**src/rtl/mcpu_mem_arbiter_if.sv**
```systemverilog
// Client and RAM-side signal bundle for the MCPU memory arbiter.
// The slave modport is the arbiter's view; master is the clients plus RAM.
interface mcpu_mem_arbiter_if #(
    parameter int ADDR_WIDTH = 8,
    parameter int DATA_WIDTH = 16
);
    logic                  cpu_req;
    logic                  cpu_we;
    logic [ADDR_WIDTH-1:0] cpu_addr;
    logic [DATA_WIDTH-1:0] cpu_wdata;
    logic                  cpu_gnt;
    logic                  cpu_rvalid;
    logic                  cpu_stall;

    logic                  dbg_req;
    logic                  dbg_we;
    logic [ADDR_WIDTH-1:0] dbg_addr;
    logic [DATA_WIDTH-1:0] dbg_wdata;
    logic                  dbg_lock;
    logic                  dbg_gnt;
    logic                  dbg_rvalid;

    logic [DATA_WIDTH-1:0] rdata;

    logic                  ram_en;
    logic                  ram_we;
    logic [ADDR_WIDTH-1:0] ram_addr;
    logic [DATA_WIDTH-1:0] ram_wdata;
    logic [DATA_WIDTH-1:0] ram_rdata;

    modport slave (
        input  cpu_req, cpu_we, cpu_addr, cpu_wdata,
        input  dbg_req, dbg_we, dbg_addr, dbg_wdata, dbg_lock,
        input  ram_rdata,
        output cpu_gnt, cpu_rvalid, cpu_stall,
        output dbg_gnt, dbg_rvalid, rdata,
        output ram_en, ram_we, ram_addr, ram_wdata
    );

    modport master (
        output cpu_req, cpu_we, cpu_addr, cpu_wdata,
        output dbg_req, dbg_we, dbg_addr, dbg_wdata, dbg_lock,
        output ram_rdata,
        input  cpu_gnt, cpu_rvalid, cpu_stall,
        input  dbg_gnt, dbg_rvalid, rdata,
        input  ram_en, ram_we, ram_addr, ram_wdata
    );
endinterface

```
**src/rtl/mcpu_mem_arbiter.sv**
```systemverilog
// Round-robin arbiter for the single-port MCPU RAM shared by the core and the debug port.
// Bounded hold per owner, debug lock on the CPU, registered read return tagged by owner.
//
// owner    | meaning
// OWN_NONE | RAM idle, no grant outstanding
// OWN_CPU  | core holds the RAM
// OWN_DBG  | debug/loader port holds the RAM
module mcpu_mem_arbiter #(
    parameter int ADDR_WIDTH = 8,
    parameter int DATA_WIDTH = 16,
    parameter int MAX_HOLD   = 4
) (
    input logic               clk,
    input logic               reset,
    mcpu_mem_arbiter_if.slave bus
);
    localparam int HW = $clog2(MAX_HOLD + 1);

    localparam logic [1:0] OWN_NONE = 2'd0;
    localparam logic [1:0] OWN_CPU  = 2'd1;
    localparam logic [1:0] OWN_DBG  = 2'd2;

    localparam logic [HW-1:0] HOLD_SAT  = HW'(MAX_HOLD);
    localparam logic [HW-1:0] HOLD_LAST = HW'(MAX_HOLD - 1);

    logic [1:0]            owner;
    logic [1:0]            owner_nxt;
    logic                  last_cpu;
    logic [HW-1:0]         hold_cnt;
    logic [HW-1:0]         hold_nxt;
    logic                  cpu_ok;

    logic                  ram_en;
    logic                  ram_we;
    logic [ADDR_WIDTH-1:0] ram_addr;
    logic [DATA_WIDTH-1:0] ram_wdata;

    logic                  cpu_rvalid;
    logic                  dbg_rvalid;
    logic [DATA_WIDTH-1:0] rdata;

    // The lock keeps the CPU out of arbitration entirely, both for new grants and handovers.
    assign cpu_ok = bus.cpu_req & ~bus.dbg_lock;

    always_comb begin
        owner_nxt = owner;
        hold_nxt  = hold_cnt;
        case (owner)
            OWN_NONE: begin
                hold_nxt = '0;
                if (cpu_ok && bus.dbg_req)
                    owner_nxt = last_cpu ? OWN_DBG : OWN_CPU;
                else if (cpu_ok)
                    owner_nxt = OWN_CPU;
                else if (bus.dbg_req)
                    owner_nxt = OWN_DBG;
            end
            OWN_CPU: begin
                if (bus.dbg_lock || !bus.cpu_req) begin
                    owner_nxt = bus.dbg_req ? OWN_DBG : OWN_NONE;
                    hold_nxt  = '0;
                end else if (bus.dbg_req && hold_cnt >= HOLD_LAST) begin
                    owner_nxt = OWN_DBG;
                    hold_nxt  = '0;
                end else if (hold_cnt != HOLD_SAT) begin
                    hold_nxt = hold_cnt + 1'b1;
                end
            end
            OWN_DBG: begin
                if (!bus.dbg_req) begin
                    owner_nxt = cpu_ok ? OWN_CPU : OWN_NONE;
                    hold_nxt  = '0;
                end else if (cpu_ok && hold_cnt >= HOLD_LAST) begin
                    owner_nxt = OWN_CPU;
                    hold_nxt  = '0;
                end else if (hold_cnt != HOLD_SAT) begin
                    hold_nxt = hold_cnt + 1'b1;
                end
            end
            default: begin
                owner_nxt = OWN_NONE;
                hold_nxt  = '0;
            end
        endcase
    end

    // RAM port follows the registered owner; everything is zero when no access is made.
    always_comb begin
        ram_en    = 1'b0;
        ram_we    = 1'b0;
        ram_addr  = '0;
        ram_wdata = '0;
        if (owner == OWN_CPU && bus.cpu_req) begin
            ram_en    = 1'b1;
            ram_we    = bus.cpu_we;
            ram_addr  = bus.cpu_addr;
            ram_wdata = bus.cpu_wdata;
        end else if (owner == OWN_DBG && bus.dbg_req) begin
            ram_en    = 1'b1;
            ram_we    = bus.dbg_we;
            ram_addr  = bus.dbg_addr;
            ram_wdata = bus.dbg_wdata;
        end
    end

    always_ff @(posedge clk) begin
        if (!reset) begin
            owner      <= OWN_NONE;
            last_cpu   <= 1'b0;
            hold_cnt   <= '0;
            cpu_rvalid <= 1'b0;
            dbg_rvalid <= 1'b0;
            rdata      <= '0;
        end else begin
            owner    <= owner_nxt;
            hold_cnt <= hold_nxt;
            if (owner_nxt != owner && owner_nxt != OWN_NONE)
                last_cpu <= (owner_nxt == OWN_CPU);
            // Tag comes from the owner that made the read, so it survives a handover.
            cpu_rvalid <= ram_en & ~ram_we & (owner == OWN_CPU);
            dbg_rvalid <= ram_en & ~ram_we & (owner == OWN_DBG);
            rdata      <= bus.ram_rdata;
        end
    end

    assign bus.cpu_gnt    = (owner == OWN_CPU);
    assign bus.dbg_gnt    = (owner == OWN_DBG);
    assign bus.cpu_stall  = bus.cpu_req & (owner != OWN_CPU);
    assign bus.cpu_rvalid = cpu_rvalid;
    assign bus.dbg_rvalid = dbg_rvalid;
    assign bus.rdata      = rdata;
    assign bus.ram_en     = ram_en;
    assign bus.ram_we     = ram_we;
    assign bus.ram_addr   = ram_addr;
    assign bus.ram_wdata  = ram_wdata;
endmodule

```
**src/flat_wrapper.sv**
```systemverilog
// flat-port wrapper written by rule: the top's interface ports become plain ports
module mcpu_mem_arbiter_flat 
#(
    parameter int ADDR_WIDTH = 8,
    parameter int DATA_WIDTH = 16,
    parameter int MAX_HOLD   = 4
)
  (clk, reset, bus_cpu_req, bus_cpu_we, bus_cpu_addr, bus_cpu_wdata, bus_dbg_req, bus_dbg_we, bus_dbg_addr, bus_dbg_wdata, bus_dbg_lock, bus_ram_rdata, bus_cpu_gnt, bus_cpu_rvalid, bus_cpu_stall, bus_dbg_gnt, bus_dbg_rvalid, bus_rdata, bus_ram_en, bus_ram_we, bus_ram_addr, bus_ram_wdata);
  mcpu_mem_arbiter_if #(.ADDR_WIDTH(ADDR_WIDTH), .DATA_WIDTH(DATA_WIDTH)) bus_i ();
  input logic clk;
  input logic reset;
  input wire logic [$bits(bus_i.cpu_req)-1:0] bus_cpu_req;
  input wire logic [$bits(bus_i.cpu_we)-1:0] bus_cpu_we;
  input wire logic [$bits(bus_i.cpu_addr)-1:0] bus_cpu_addr;
  input wire logic [$bits(bus_i.cpu_wdata)-1:0] bus_cpu_wdata;
  input wire logic [$bits(bus_i.dbg_req)-1:0] bus_dbg_req;
  input wire logic [$bits(bus_i.dbg_we)-1:0] bus_dbg_we;
  input wire logic [$bits(bus_i.dbg_addr)-1:0] bus_dbg_addr;
  input wire logic [$bits(bus_i.dbg_wdata)-1:0] bus_dbg_wdata;
  input wire logic [$bits(bus_i.dbg_lock)-1:0] bus_dbg_lock;
  input wire logic [$bits(bus_i.ram_rdata)-1:0] bus_ram_rdata;
  output wire logic [$bits(bus_i.cpu_gnt)-1:0] bus_cpu_gnt;
  output wire logic [$bits(bus_i.cpu_rvalid)-1:0] bus_cpu_rvalid;
  output wire logic [$bits(bus_i.cpu_stall)-1:0] bus_cpu_stall;
  output wire logic [$bits(bus_i.dbg_gnt)-1:0] bus_dbg_gnt;
  output wire logic [$bits(bus_i.dbg_rvalid)-1:0] bus_dbg_rvalid;
  output wire logic [$bits(bus_i.rdata)-1:0] bus_rdata;
  output wire logic [$bits(bus_i.ram_en)-1:0] bus_ram_en;
  output wire logic [$bits(bus_i.ram_we)-1:0] bus_ram_we;
  output wire logic [$bits(bus_i.ram_addr)-1:0] bus_ram_addr;
  output wire logic [$bits(bus_i.ram_wdata)-1:0] bus_ram_wdata;
  assign bus_i.cpu_req = bus_cpu_req;
  assign bus_i.cpu_we = bus_cpu_we;
  assign bus_i.cpu_addr = bus_cpu_addr;
  assign bus_i.cpu_wdata = bus_cpu_wdata;
  assign bus_i.dbg_req = bus_dbg_req;
  assign bus_i.dbg_we = bus_dbg_we;
  assign bus_i.dbg_addr = bus_dbg_addr;
  assign bus_i.dbg_wdata = bus_dbg_wdata;
  assign bus_i.dbg_lock = bus_dbg_lock;
  assign bus_i.ram_rdata = bus_ram_rdata;
  assign bus_cpu_gnt = bus_i.cpu_gnt;
  assign bus_cpu_rvalid = bus_i.cpu_rvalid;
  assign bus_cpu_stall = bus_i.cpu_stall;
  assign bus_dbg_gnt = bus_i.dbg_gnt;
  assign bus_dbg_rvalid = bus_i.dbg_rvalid;
  assign bus_rdata = bus_i.rdata;
  assign bus_ram_en = bus_i.ram_en;
  assign bus_ram_we = bus_i.ram_we;
  assign bus_ram_addr = bus_i.ram_addr;
  assign bus_ram_wdata = bus_i.ram_wdata;
  mcpu_mem_arbiter #(.ADDR_WIDTH(ADDR_WIDTH), .DATA_WIDTH(DATA_WIDTH), .MAX_HOLD(MAX_HOLD)) u_core (.clk(clk), .reset(reset), .bus(bus_i));
endmodule
```
**config.mk**
```make
export PLATFORM = sky130hd
export DESIGN_NAME = mcpu_mem_arbiter_flat
export DESIGN_NICKNAME = d
export VERILOG_FILES = /design/src/rtl/mcpu_mem_arbiter_if.sv /design/src/rtl/mcpu_mem_arbiter.sv /design/src/flat_wrapper.sv
export SDC_FILE = /design/constraint.sdc
export NUM_CORES = 1
export LEC_CHECK = 0
export ABC_AREA = 1
export CAP_MARGIN = 20
export CORE_ASPECT_RATIO = 0.75
export CORE_MARGIN = 5
export CORE_UTILIZATION = 35
export DETAILED_ROUTE_END_ITERATION = 10
export PLACE_DENSITY = 0.91
export SETUP_SLACK_MARGIN = 0.15
export SYNTH_ARGS = -nofsm -noshare
export SYNTH_HDL_FRONTEND = slang
export SYNTH_SLANG_ARGS = --single-unit
```
**constraint.sdc**
```tcl
create_clock -name clk -period 4.13 [get_ports clk]
set_input_delay 1.239 -clock clk [delete_from_list [all_inputs] [get_ports clk]]
set_output_delay 1.239 -clock clk [all_outputs]
set_load 0.1 [all_outputs]
```
==> results of run 1 <==
[state kept, by name, summed over array words and instances, names as in the netlist]
name / flops
u_core.bus.cpu_rvalid: 1
u_core.hold_cnt: 3
u_core.bus.dbg_rvalid: 1
u_core.bus.rdata: 16
u_core.last_cpu: 1
u_core.owner: 2
[final timing paths]
kind / cells past startpoint / to
hold reg to reg: 2 / u_core.hold_cnt[2]
hold / removal: 2 / u_core.hold_cnt[2]
setup reg to reg: 12 / u_core.last_cpu
setup / recovery: 6 / bus_ram_addr[2]
[where the power goes]
part	switching (mW)	total (mW)	internal [mW]
clock	0.0745	0.204	0.129
sequential	0.00812	0.252	0.244
combinational	0.339	0.527	0.188
[final cells by class]
| class | count | area (sq um) |
|---|---|---|
| Clock buffer | 3 | 41.3 |
| Clock inverter | 1 | 30.0 |
| Fill cell | 223 | 786 |
| Inverter | 59 | 224 |
| Multi-Input combinational cell | 130 | 870 |
| Sequential cell | 24 | 480 |
| Tap cell | 55 | 68.8 |
| Timing Repair Buffer | 121 | 1480 |
[kinds of logic (layout without fill, tap and decap cells)]
group,Yosys count,count (layout),share of synthesized area [%]
compound gates,31,31,11.6
fa+ha+maj,7,7,6.16
simple gates,91,91,28.3
xor+xnor,1,1,0.616
flops,24,24,33.8
buf+inv,70,184,19.5
[routing by layer]
layer	part of all wire (%)	global-route usage (%)	wire (um)	vias up
li1	-	-	-	905
met1	39	22.4	2220	830
met2	53	36.6	2980	78
met3	7.0	4.76	394	6
met4	0.78	3.61	44	0
met5	0	0	0	-
[per-stage QoR]
stage / hold slack (ns) / cells
after floorplan: 0.490 / 224
after global placement: 0.507 / 389
after detailed placement: 0.520 / 389
after CTS: 0.532 / 393
after global routing: 0.600 / 393
final: 0.532 / 393
[critical path, stage by stage]
cell,delay [ns]
clkdlybuf4s50_1,0.42
nand2_1,0.16
nand3_2,0.11
buf_12,0.21
o21ai_1,0.25
buf_12,0.21
[cells in the mapped netlist]
library cell	n	area [sq um]
buf_2	3	15.0
nor3_1	2	10.0
o221ai_1	1	8.76
inv_4	1	6.26
ha_1	7	87.6
a32o_1	1	10.0
xor2_1	1	8.76
a21oi_1	3	15.0
clkbuf_1	6	22.5
nor2_1	16	60.1
inv_1	57	214
nand3_1	30	150
nand2_2	2	12.5
nor2_8	1	20.0
nand2_1	40	150
buf_6	1	11.3
o22ai_1	1	6.26
buf_1	1	3.75
dfxtp_1	24	480
o21ai_0	25	125
clkinv_1	1	3.75
==> results.tsv, run 1 <==
stage	metric	value	unit
routing	num_vias	1819	
floorplan	ioPinCount	118	
synthesis	synth_seq_cells	24	
cells_and_area	final_common_cell	clkdlybuf4s50_1	
placed_design	dp_hpwl	4.57	mm
routing	drtIter0Drc	129	
synthesis	yosysSeqAreaShare	33.8	%
cts	numCtsBuffers	3	
grt	grt_max_degree	28	
setup_path	cp_data_arrival_time	2.61	ns
placed_design	place_area	3120	sq um
synthesis	avgSynthCellArea	6.35	sq um
floorplan	rows	20	
cells_and_area	final_area	3190	sq um
cells_and_area	final_cell_mix	clkdlybuf4s50_1, inv_1, nand2_1, nand3_1, buf_12	
routing	route.detailed.drc	0	
timing	rsz0062_at_grt	no	
worst_hold_path	min_from	u_core.hold_cnt[2]	
setup_path	critical_path_required	2.89	ns
synthesis	syn-cell-area	1420	sq um
floorplan	initial_utilization	35.7	%
pwr	ir_worst_vdd	0.345	mV
cts	post_cts_buffers	0	
grt	overflow	0	
grt	antenna_found_initial	0	
run	drv_cap	0	
timing	tns	0	ns
setup_path	cp_max_fo	26	
grt	grt_pass1_wl	8.60	mm
timing	finalCritPeriodShare	93.3	%
pwr	total_power	0.983	mW
timing	worstMarginPinSlew	0.995	ns
synthesis	yosysWarnings	0	
setup_path	critPathKind	in2out	
placed_design	gp_congestion	0.857	
cells_and_area	area_growth	125	%
cells_and_area	num_antenna_cells	0	
synthesis	synthesis.nets	302	
synthesis	synthDistinctLibCells	21	
placed_design	port_buffers	117	
cts	clockBufferDepth	2	
cts	ctsRootBufferMaster	clkbuf_8	
grt	grt.total_usage	19.3	%
timing	finalHoldViolations	0	
floorplan	fp.dieH	65.2	um
timing	maxSlewHeadroom	33.5	%
floorplan	coreArea	3980	sq um
setup_path	r2r_setup_slack	2.00	ns
cells_and_area	post-route-util	80.3	%
pwr	power_leakage	1.46	nW
cts	worstSkewPairLatency	0.26	ns
floorplan	die_x	83.6	um
floorplan	die-area	5450	sq um
setup_path	crit_path_end_kind	output pin	
cts	cts_tree	yes	
routing	ant_nets	0	
routing	dr.pass1.iters	4	
timing	setup_slack	0.276	ns
run_status	status	complete, no violations	
placed_design	preCtsSetupSlack	0.274	ns
cts	clock_sinks	24	
cells_and_area	fin_nets	417	
timing	clock.fmax	259	MHz
routing	vias_per_cell	4.63	
setup_path	timing.rr.start	u_core.owner[1]	
pwr	pwr_density_cell	308	nW/um^2
timing	setup-violations-final	0	
timing	maxSlewViolCount	0	
cts	path_clk_slew	0.09	ns
timing	post-route-min-period	3.85	ns
cts	ctsHtreeMaxLevel	1	
cts	ctsHoldBuffers	0	
setup_path	critPathLaunch	bus_cpu_req	
routing	wl_per_cell	14.3	um
cts	cts.repair.resized	0	
synthesis	netlist_instances	224	
cells_and_area	drive_gt1_share	18.6	%
grt	first_global_vias	1754	
worst_hold_path	hold_path.class	reg2reg	
timing	skew	0.00392	ns
routing	routed_wl	5.63	mm
setup_path	start_kind	input port	
Note: power is estimated with default switching activity, not from simulation.
==> inputs of run 2 (changes only) <==
- CELL_PAD_IN_SITES_DETAIL_PLACEMENT: not set -> 1
- CELL_PAD_IN_SITES_GLOBAL_PLACEMENT: not set -> 2
- CORE_UTILIZATION: 35 -> 30
- DONT_BUFFER_PORTS: not set -> 1
- PLACE_DENSITY: 0.91 -> 0.87
==> results.tsv, run 2 (synthesized netlist as in run 1, its figures left out) <==
stage	metric	value	unit	change
placed_design	dp_cells	301		was 389
setup_path	cp_max_fo	27		was 26
timing	clock.fmax	269	MHz	was 259 MHz
timing	skew	0.00132	ns	was 0.00392 ns
routing	drtIter0Drc	50		was 129
cts	clock_sinks	24		unchanged
timing	whs	0.544	ns	was 0.532 ns
cells_and_area	final_common_cell	inv_1		was clkdlybuf4s50_1
floorplan	rows	21		was 20
cts	worstSkewPairLatency	0.27	ns	was 0.26 ns
timing	post-route-min-period	3.72	ns	was 3.85 ns
floorplan	initial_utilization	31.5	%	was 35.7%
floorplan	coreArea	4520	sq um	was 3980 sq um
cells_and_area	largest_reg_flops	16		unchanged
timing	setup_slack	0.411	ns	was 0.276 ns
floorplan	die_x	89.5	um	was 83.6 um
timing	finalCritPeriodShare	90.0	%	was 93.3%
run_status	status	complete, no violations		unchanged
grt	grt.total_usage	16.1	%	was 19.3%
routing	dr.pass1.iters	4		unchanged
worst_hold_path	hold_path_depth	2		unchanged
routing	route.detailed.drc	0		unchanged
cts	ctsHtreeMaxLevel	1		unchanged
pwr	p_int	0.472	mW	was 0.561 mW
grt	grt_max_degree	28		unchanged
pwr	power_leakage	1.09	nW	was 1.46 nW
placed_design	port_buffers	0		was 117
placed_design	preCtsSetupSlack	0.396	ns	was 0.274 ns
grt	overflow	0		unchanged
cells_and_area	drive_gt1_share	27.0	%	was 18.6%
grt	antenna_found_initial	0		unchanged
placed_design	gp_congestion	0.763		was 0.857
cts	cts_tree	yes		unchanged
cells_and_area	final_area	2210	sq um	was 3190 sq um
cells_and_area	fin_nets	327		was 417
setup_path	start_kind	input port		unchanged
pwr	p_sw_share	45.7	%	was 42.9%
setup_path	reg2regPathDepth	12		unchanged
cells_and_area	area_growth	55.4	%	was 125%
timing	finalHoldViolations	0		unchanged
setup_path	crit_path_end_kind	output pin		unchanged
pwr	pwr_density_cell	394	nW/um^2	was 308 nW/um^2
timing	maxSlewViolCount	0		unchanged
pwr	total_power	0.870	mW	was 0.983 mW
routing	routed_wl	4.92	mm	was 5.63 mm
routing	num_vias	1446		was 1,819
setup_path	critical_path_required	2.89	ns	about the same
floorplan	die-area	6230	sq um	was 5450 sq um
grt	grt_pass1_wl	8.04	mm	was 8.60 mm
placed_design	dp_hpwl	4.09	mm	was 4.57 mm
run	drv_cap	0		unchanged
routing	ant_nets	0		unchanged
placed_design	place_area	2140	sq um	was 3120 sq um
pwr	p_comb_share	40.1	%	was 53.6%
cts	ctsHoldBuffers	0		unchanged
cts	ctsRootBufferMaster	clkbuf_8		unchanged
cells_and_area	num_antenna_cells	0		unchanged
cells_and_area	final_cells	305		was 393
worst_hold_path	hold_path.class	reg2reg		unchanged
pwr	p_seq_share	36.4	%	was 25.6%
cts	numCtsBuffers	3		unchanged
timing	rsz0062_at_grt	no		unchanged
routing	vias_per_cell	4.74		was 4.63
timing	tns	0	ns	unchanged
setup_path	critPathKind	in2out		unchanged
pwr	power_switching	0.398	mW	was 0.422 mW
floorplan	ioPinCount	118		unchanged
cells_and_area	final_cell_mix	inv_1, nand2_1, nand3_1, dfxtp_1, buf_12		was clkdlybuf4s50_1, inv_1, nand2_1, nand3_1, buf_12
cells_and_area	fillCellCount	560		was 223
pwr	ir_worst_vdd	0.203	mV	was 0.345 mV
setup_path	cp_data_arrival_time	2.48	ns	was 2.61 ns
timing	worstMarginPinSlew	0.967	ns	was 0.995 ns
pwr	power.share.clock	23.5	%	was 20.8%
timing	maxSlewHeadroom	35.5	%	was 33.5%
cells_and_area	reg_top3	u_core.bus.rdata: 16 flops, u_core.hold_cnt: 3 flops, u_core.owner: 2 flops		unchanged
cts	path_clk_slew	0.08	ns	was 0.09 ns
cells_and_area	post-route-util	48.9	%	was 80.3%
floorplan	fp.dieH	69.6	um	was 65.2 um
cts	post_cts_buffers	0		unchanged
routing	wl_per_cell	16.1	um	was 14.3 um
cts	clockBufferDepth	2		unchanged
grt	first_global_vias	1595		was 1,754
cells_and_area	largest-register	u_core.bus.rdata		unchanged
cts	cts.repair.resized	0		unchanged
timing	setup-violations-final	0		unchanged
[run 2: changes by cell type in the layout (fill, tap and decap cells not counted), sizes merged]
cell           before  now
clkdlybuf4s50      88    0
buf                33   31
[run 2: cell type report]
cell class | count | area, sq um | area share (%)
clock inverter | 1 | 30.0 | 1.36
multi-input combinational | 130 | 891 | 40.3
sequential | 24 | 480 | 21.8
clock buffer | 3 | 41.3 | 1.87
tap | 57 | 71.3 | 3.23
inverter | 59 | 224 | 10.1
timing repair buffer | 31 | 470 | 21.3
[run 2: worst paths after layout]
check / start / to / slack, ns
max: bus_cpu_req / bus_ram_addr[7] / 0.41
min: u_core.hold_cnt[2] / u_core.hold_cnt[2] / 0.54
max reg2reg: u_core.owner[1] / u_core.last_cpu / 1.88
min reg2reg: u_core.hold_cnt[2] / u_core.hold_cnt[2] / 0.54
[run 2: power by group through the flow]
stage	Sequential (mW)	Clock [mW]	Combinational [mW]
4_1_cts	0.317	0.211	0.353
2_1_floorplan	0.318	0	0.263
6_report	0.317	0.204	0.349
5_1_grt	0.319	0.222	0.368
3_5_place_dp	0.322	0	0.351
3_3_place_gp	0.322	0	0.345
[run 2: worst max-delay path, cell delays in order]
cell and delay [ns]:
nand2_1 0.15, nand3_2 0.30, buf_4 0.37, o21ai_2 0.21, buf_12 0.20
[run 2: per-layer routing]
layer	share of wire (%)	track usage [%]
met1	38	19.3
met2	50	26.4
met3	9.4	7.13
met4	1.9	3.47
met5	0	0
